## src/rtl/add_pipe.sv

```systemverilog
// Pipelined adder/subtractor that resolves one SEG-bit segment per stage with the carry
// registered between stages. It has a valid/ready handshake, and a stall freezes the whole pipe.
module add_pipe #(
   parameter int WIDTH = 16,
   parameter int SEG   = 4
) (
   input  logic             clk,
   input  logic             rst_n,
   input  logic             in_valid,
   output logic             in_ready,
   input  logic [WIDTH-1:0] in1,
   input  logic [WIDTH-1:0] in2,
   input  logic             cin,
   input  logic             sub,
   output logic             out_valid,
   input  logic             out_ready,
   output logic [WIDTH-1:0] out,
   output logic             cout,
   output logic             ovf
);

   localparam int STAGES = WIDTH / SEG;
   localparam int LAST   = STAGES - 1;

   logic             vld_reg [STAGES];
   logic             cy_reg  [STAGES];
   logic [WIDTH-1:0] a_reg   [STAGES];
   logic [WIDTH-1:0] b_reg   [STAGES];
   logic [WIDTH-1:0] sum_reg [STAGES];
   logic             adv;

   // The pipe moves as a single unit: either every stage shifts or every stage holds.
   assign adv      = !vld_reg[LAST] || out_ready;
   assign in_ready = adv || !rst_n;

   genvar gi;
   generate
      for (gi = 0; gi < STAGES; gi++) begin : g_stage
         logic             v_in;
         logic             c_in;
         logic [WIDTH-1:0] a_in;
         logic [WIDTH-1:0] b_in;
         logic [WIDTH-1:0] s_in;
         logic [WIDTH-1:0] sum_next;
         logic [SEG:0]     seg_sum;

         if (gi == 0) begin : g_entry
            // Subtraction is A + ~B + !cin, so borrow-in becomes an inverted carry-in.
            assign v_in = in_valid;
            assign a_in = in1;
            assign b_in = sub ? ~in2 : in2;
            assign c_in = cin ^ sub;
            assign s_in = '0;
         end else begin : g_link
            assign v_in = vld_reg[gi-1];
            assign a_in = a_reg[gi-1];
            assign b_in = b_reg[gi-1];
            assign c_in = cy_reg[gi-1];
            assign s_in = sum_reg[gi-1];
         end

         assign seg_sum = {1'b0, a_in[gi*SEG +: SEG]} + {1'b0, b_in[gi*SEG +: SEG]}
                        + {{SEG{1'b0}}, c_in};

         always_comb begin
            sum_next                 = s_in;
            sum_next[gi*SEG +: SEG]  = seg_sum[SEG-1:0];
         end

         // Data loads only with a valid entry, so bubbles leave the last result on the outputs.
         always_ff @(posedge clk) begin
            if (!rst_n) begin
               vld_reg[gi] <= 1'b0;
               cy_reg[gi]  <= 1'b0;
               a_reg[gi]   <= '0;
               b_reg[gi]   <= '0;
               sum_reg[gi] <= '0;
            end else if (adv) begin
               vld_reg[gi] <= v_in;
               if (v_in) begin
                  cy_reg[gi]  <= seg_sum[SEG];
                  a_reg[gi]   <= a_in;
                  b_reg[gi]   <= b_in;
                  sum_reg[gi] <= sum_next;
               end
            end
         end
      end
   endgenerate

   assign out_valid = vld_reg[LAST];
   assign out       = sum_reg[LAST];
   assign cout      = cy_reg[LAST];
   assign ovf       = (a_reg[LAST][WIDTH-1] == b_reg[LAST][WIDTH-1])
                   && (sum_reg[LAST][WIDTH-1] != a_reg[LAST][WIDTH-1]);

endmodule

```

## config.mk

```make
export PLATFORM = sky130hd
export DESIGN_NAME = add_pipe
export DESIGN_NICKNAME = d
export VERILOG_FILES = /design/src/rtl/add_pipe.sv
export SDC_FILE = /design/constraint.sdc
export NUM_CORES = 1
export LEC_CHECK = 0
export ABC_AREA = 0
export CELL_PAD_IN_SITES_DETAIL_PLACEMENT = 0
export CELL_PAD_IN_SITES_GLOBAL_PLACEMENT = 1
export CORE_ASPECT_RATIO = 0.8
export CORE_UTILIZATION = 49
export DETAILED_ROUTE_END_ITERATION = 6
export PLACE_DENSITY = 0.88
export SYNTH_ARGS = -nofsm -noshare
export SYNTH_HDL_FRONTEND = slang
export SYNTH_SLANG_ARGS = --single-unit
```

## constraint.sdc

```tcl
create_clock -name clk -period 4.8 [get_ports clk]
set_input_delay 0.72 -clock clk [delete_from_list [all_inputs] [get_ports clk]]
set_output_delay 0.72 -clock clk [all_outputs]
set_load 0.005 [all_outputs]
```

### After elaboration in Yosys (flattened, before gate mapping)

Memories as Yosys holds them, arrays and structs flattened.
Index checks and enable logic that the tools add are counted.

| word-level totals | value |
|---|---|
| bits in registers | 0 |
| bits in writable memories | 200 |
| output and inout port bits | 20 |
| word-level logic and storage cells | 83 |
| memories kept | 5 |

Memories:

| memory | depth | bits a word | read ports | clocked after Yosys merged registers in | wr ports | RTL line | RTL |
|---|---|---|---|---|---|---|---|
| a_reg | 4 | 16 | 4 | 0 | 4 | 27 | `logic [WIDTH-1:0] a_reg [STAGES];` |
| b_reg | 4 | 16 | 4 | 0 | 4 | 28 | `logic [WIDTH-1:0] b_reg [STAGES];` |
| sum_reg | 4 | 16 | 4 | 0 | 4 | 29 | `logic [WIDTH-1:0] sum_reg [STAGES];` |
| cy_reg | 4 | 1 | 4 | 0 | 4 | 26 | `logic cy_reg [STAGES];` |
| vld_reg | 4 | 1 | 4 | 0 | 4 | 25 | `logic vld_reg [STAGES];` |

| cells by class | value |
|---|---|
| add/sub/neg operators | 8 |
| equal/unequal tests | 2 |
| mux-type cells | 41 |
| bitwise logic cells | 22 |
| reduce and logical (&&, ||, !) cells | 5 |

Operators by type and width:

| operator | count |
|---|---|
| 16-bit two-way mux | 13 |
| 1-bit two-way mux | 28 |
| 4-bit by 4-bit adder with 5-bit output | 4 |
| 5-bit by 1-bit adder with 5-bit output | 4 |
| 1-bit OR | 20 |
| 16-bit inverter | 1 |
| 1-bit logical NOT | 2 |
| 1-bit logical OR | 2 |
| 1-bit == test | 1 |
| 1-bit logical AND | 1 |
| 1-bit != test | 1 |
| 1-bit XOR | 1 |

### Logic depth before layout (Yosys ltp)

An unclocked memory read counts as a cell.

| logic depth | value |
|---|---|
| word-level depth | 7 |
| mapped depth | 9 |
| mapped depth without buffers | 7 |

### Least setup slack after synthesis

OpenSTA, ideal clock, no wires.

| timing path | value |
|---|---|
| kind | input port to flip-flop |
| from | input port sub |
| to | memory cy_reg[0] (data pin) |
| setup time | 0.257 ns |
| data arrival time | 2.244 ns |
| required time | 4.543 ns |
| setup slack | 2.300 ns |
| cell stages on the path | 9 |
| buffers on the path | 2 |
| path through | buf_4 -> buf_4 -> xnor2_1 -> fa_1 -> inv_1 -> fa_1 -> a21o_1 -> a21oi_1 -> nor2_1 |

RTL lines:

| what | RTL line | RTL |
|---|---|---|
| from (decl) | 14 | `input logic sub,` |
| to (decl) | 26 |  |

### Worst setup path in the final report

| timing path | value |
|---|---|
| from | input port rst_n |
| to | output port in_ready |

| between the ends | value |
|---|---|
| cells in the longest elaborated chain, start to end | 2 |

RTL lines:

| what | RTL line | RTL |
|---|---|---|
| from (decl) | 8 | `input logic rst_n,` |
| 1-bit logical NOT | - |  |
| 1-bit logical OR | 34 | `assign in_ready = adv \|\| !rst_n;` |
| to (decl) | 10 | `output logic in_ready,` |

No other way between the ends.

==> impl_results.md <==
* Status: finished, final reports clean
* Final hold vios at 0
* Inserted Diodes at 0
* Cells after synthesis at 305
* Largest net degree at the start of global routing at 30
* Area growth syn-to-layout at 20.11%
* Clock power share at 36.2%
* Crit start category: primary input
* CTS resizes at 0
* Setup Buffers After CTS at 0
* Iteration-0 DRC Markers at 84
* Vias per cell at 4.624
* Final #Nets at 421
* Setup WS pre-CTS at 1450 ps
* Worst-path cell chain: clkdlybuf4s50_1 > nand3b_1 > clkdlybuf4s50_1
* CP endpoint kind: primary output
* Placer Congestion at 0.7151
* Final worst slack at 1675 ps
* Initial Utilization at 51.59%
* Hold Path Class: flip-flop to flip-flop
* Worst setup startpoint: rst_n
* Post-synthesis area per instance at 14.60 um2
* Final Critical Period at 3125 ps
* Clock root buffer: clkbuf_16
* Sequential element share of the synthesized area at 65.62%
* Pint at 0.001489 W
* Synth Warn # at 0
* Setup TNS at 0 ps
* RSZ-0062 raised after global routing: no
* Slew @ Worst Pin at 1133 ps
* Synthesized area at 4454 um2
* Relative slew slack at 24.31%
* IO Pins at 58
* Switching power at 0.0003788 W
* Final period util at 65.10%
* Area occupied by multi-input gates at 1369 um2
* Clk Latency, worst-skew pair at 340 ps
* Sequential power share at 54.4%
* DRC at 0
* Most frequent cells in the layout: edfxtp_1 (96), clkdlybuf4s50_1 (57), and2_1 (49), nor2_1 (22), xnor2_1 (16)
* Max frequency at 320.0 MHz
* Hold_buf cts at 0
* Detailed Place HPWL at 4.224 mm
* Top Family by Delay on Critical Path: buffers and inverters
* Drt pass-1 iters at 4
* Min Hold Slack at 513.8 ps
* WP buf/inv at 2
* Layout cells sized above 1 at 10.35%
* Initial antenna violation count at 0
* Maximum capacitance violations at 0
* Htree depth at 3
* PwrDens at 349.1 nW/um2
* First-pass GRT wire length at 9.591 mm
* Max FFs per register at 40
* Synth cell types at 33
* PortBufs at 57
* Slowest Stage Delay on Critical Path at 860 ps
* Worst R2R Start: vld_reg[3]$_DFFE_PP_
* Register clock-pin slew on the reported worst setup and hold paths at 60 ps
* Leak pwr at 2.042 nW
* Register bit count reported by yosys at 98
* DR WL/cell at 11.93 um
* Max Clock Skew at 8.490 ps
* TritonCTS Sinks at 98
* Clock buffer depth at 2
* Setup violators final at 0
* Die Ht at 87.28 um
* Die area at 9478 um2
* Net Count, Synth at 363
* Vias in the first global route at 2127
* Power share of the combinational group at 9.3%
* GR Util All Layers at 13.69%
* Final WL at 5.715 mm
* Arrival time worst endpoint at 2400 ps
* # fillers at 675
* DR vias at 2215
* Most common cell after layout, fill and taps aside: edfxtp_1
* Cts bufs inserted at 9
* Rows at 30
* Final max-slew violation count at 0
* CTS tree: done
* ANT nets after route at 0
* CP max FO at 11
* Chip width at 108.6 um
* Hold Startpoint: sum_reg[2][6]$_SDFFCE_PN0P_
* WP data required at 4080 ps
* Core Region at 8633 um2
* Worst-path cell with the longest stage delay: clkdlybuf4s50_1
* Register area at 2923 um2
* Switch share at 20.28%
* Overflow after GRT at 0
* Critical path type: primary input to primary output
* Most numerous cell on the critical path: clkdlybuf4s50_1
* Worst VDD drop at 0.1822 mV
## logic make-up after synthesis
family | count (synthesis) | synth area share [%]
AO/OA/AOI/OAI | 19 | 2.725
XOR/XNOR | 19 | 3.736
buffers and inverters | 27 | 3.651
adder cells (fa/ha/maj) | 20 | 6.966
AND/OR/NAND/NOR | 122 | 17.30
flip-flops | 98 | 65.62
## final cells by class
type | instances | area share (%)
inverters | 17 | 1.193
clock inverters | 6 | 1.099
clock buffers | 9 | 4.210
flip-flops and latches | 98 | 54.63
repair buffers | 57 | 10.66
well taps | 112 | 2.619
multi-input cells | 180 | 25.58
## metrics by stage
stage	power, W	util [%]	area (um2)	cells
4_1_cts	0.001886	61.97	5350	479
5_1_grt	0.001942	61.97	5350	479
3_5_place_dp	0.001211	58.68	5066	464
2_1_floorplan	0.001140	-	4454	305
6_report	0.001868	61.97	5350	479
3_3_place_gp	0.001204	58.68	5066	464
## routing by layer
| metal | up-vias | global-route usage (%) | wire (um) |
|---|---|---|---|
| li1 | 1162 | - | - |
| met2 | 64 | 21.63 | 2560 |
| met4 | 0 | 7.371 | 133 |
| met5 | - | 0 | 0 |
| met3 | 13 | 4.263 | 320 |
| met1 | 976 | 16.92 | 2701 |
## final timing paths
path / end / slack (ps) / cells after the start
max reg2reg: a_reg[0][8]$_SDFFCE_PN0P_ / 2860 / 3
max: in_ready / 1680 / 3
min: sum_reg[3][6]$_SDFFCE_PN0P_ / 510 / 1
min reg2reg: sum_reg[3][6]$_SDFFCE_PN0P_ / 510 / 1
## Yosys cell counts, drive strengths merged
library cell / count / area, um2
edfxtp: 96 / 2883
and2: 65 / 439.2
nor2: 22 / 82.58
inv: 17 / 63.81
xnor2: 16 / 140.1
ha: 12 / 150.1
buf: 10 / 98.83
nand2: 10 / 37.54
fa: 8 / 160.2
a21oi: 7 / 35.03
nand3b: 7 / 52.55
nand3: 5 / 62.56
a21boi: 4 / 30.03
nor2b: 4 / 25.02
a21o: 3 / 23.77
nor3: 3 / 15.01
nor3b: 3 / 22.52
o21ai: 3 / 15.01
xor2: 3 / 26.28
dfxtp: 2 / 40.04
and3: 1 / 11.26
and3b: 1 / 8.760
nand2b: 1 / 13.76
o21a: 1 / 7.510
o311a: 1 / 10.01
## worst reg2reg max path: stages, from the launching register on
cell      delay, ps
edfxtp_1        440
nand2b_4        210
nand2_1          80
nand2_1         820
## power groups by stage
stage	Sequential, W	Clock (W)	Combinational [W]
CTS	0.00102	0.000692	0.000177
global placement	0.00103	0	0.000170
finish	0.00102	0.000677	0.000175
floorplan	0.00103	0	0.000109
global route	0.00102	0.000724	0.000196
detailed placement	0.00104	0	0.000175
Power figures use the tool's default switching activity.
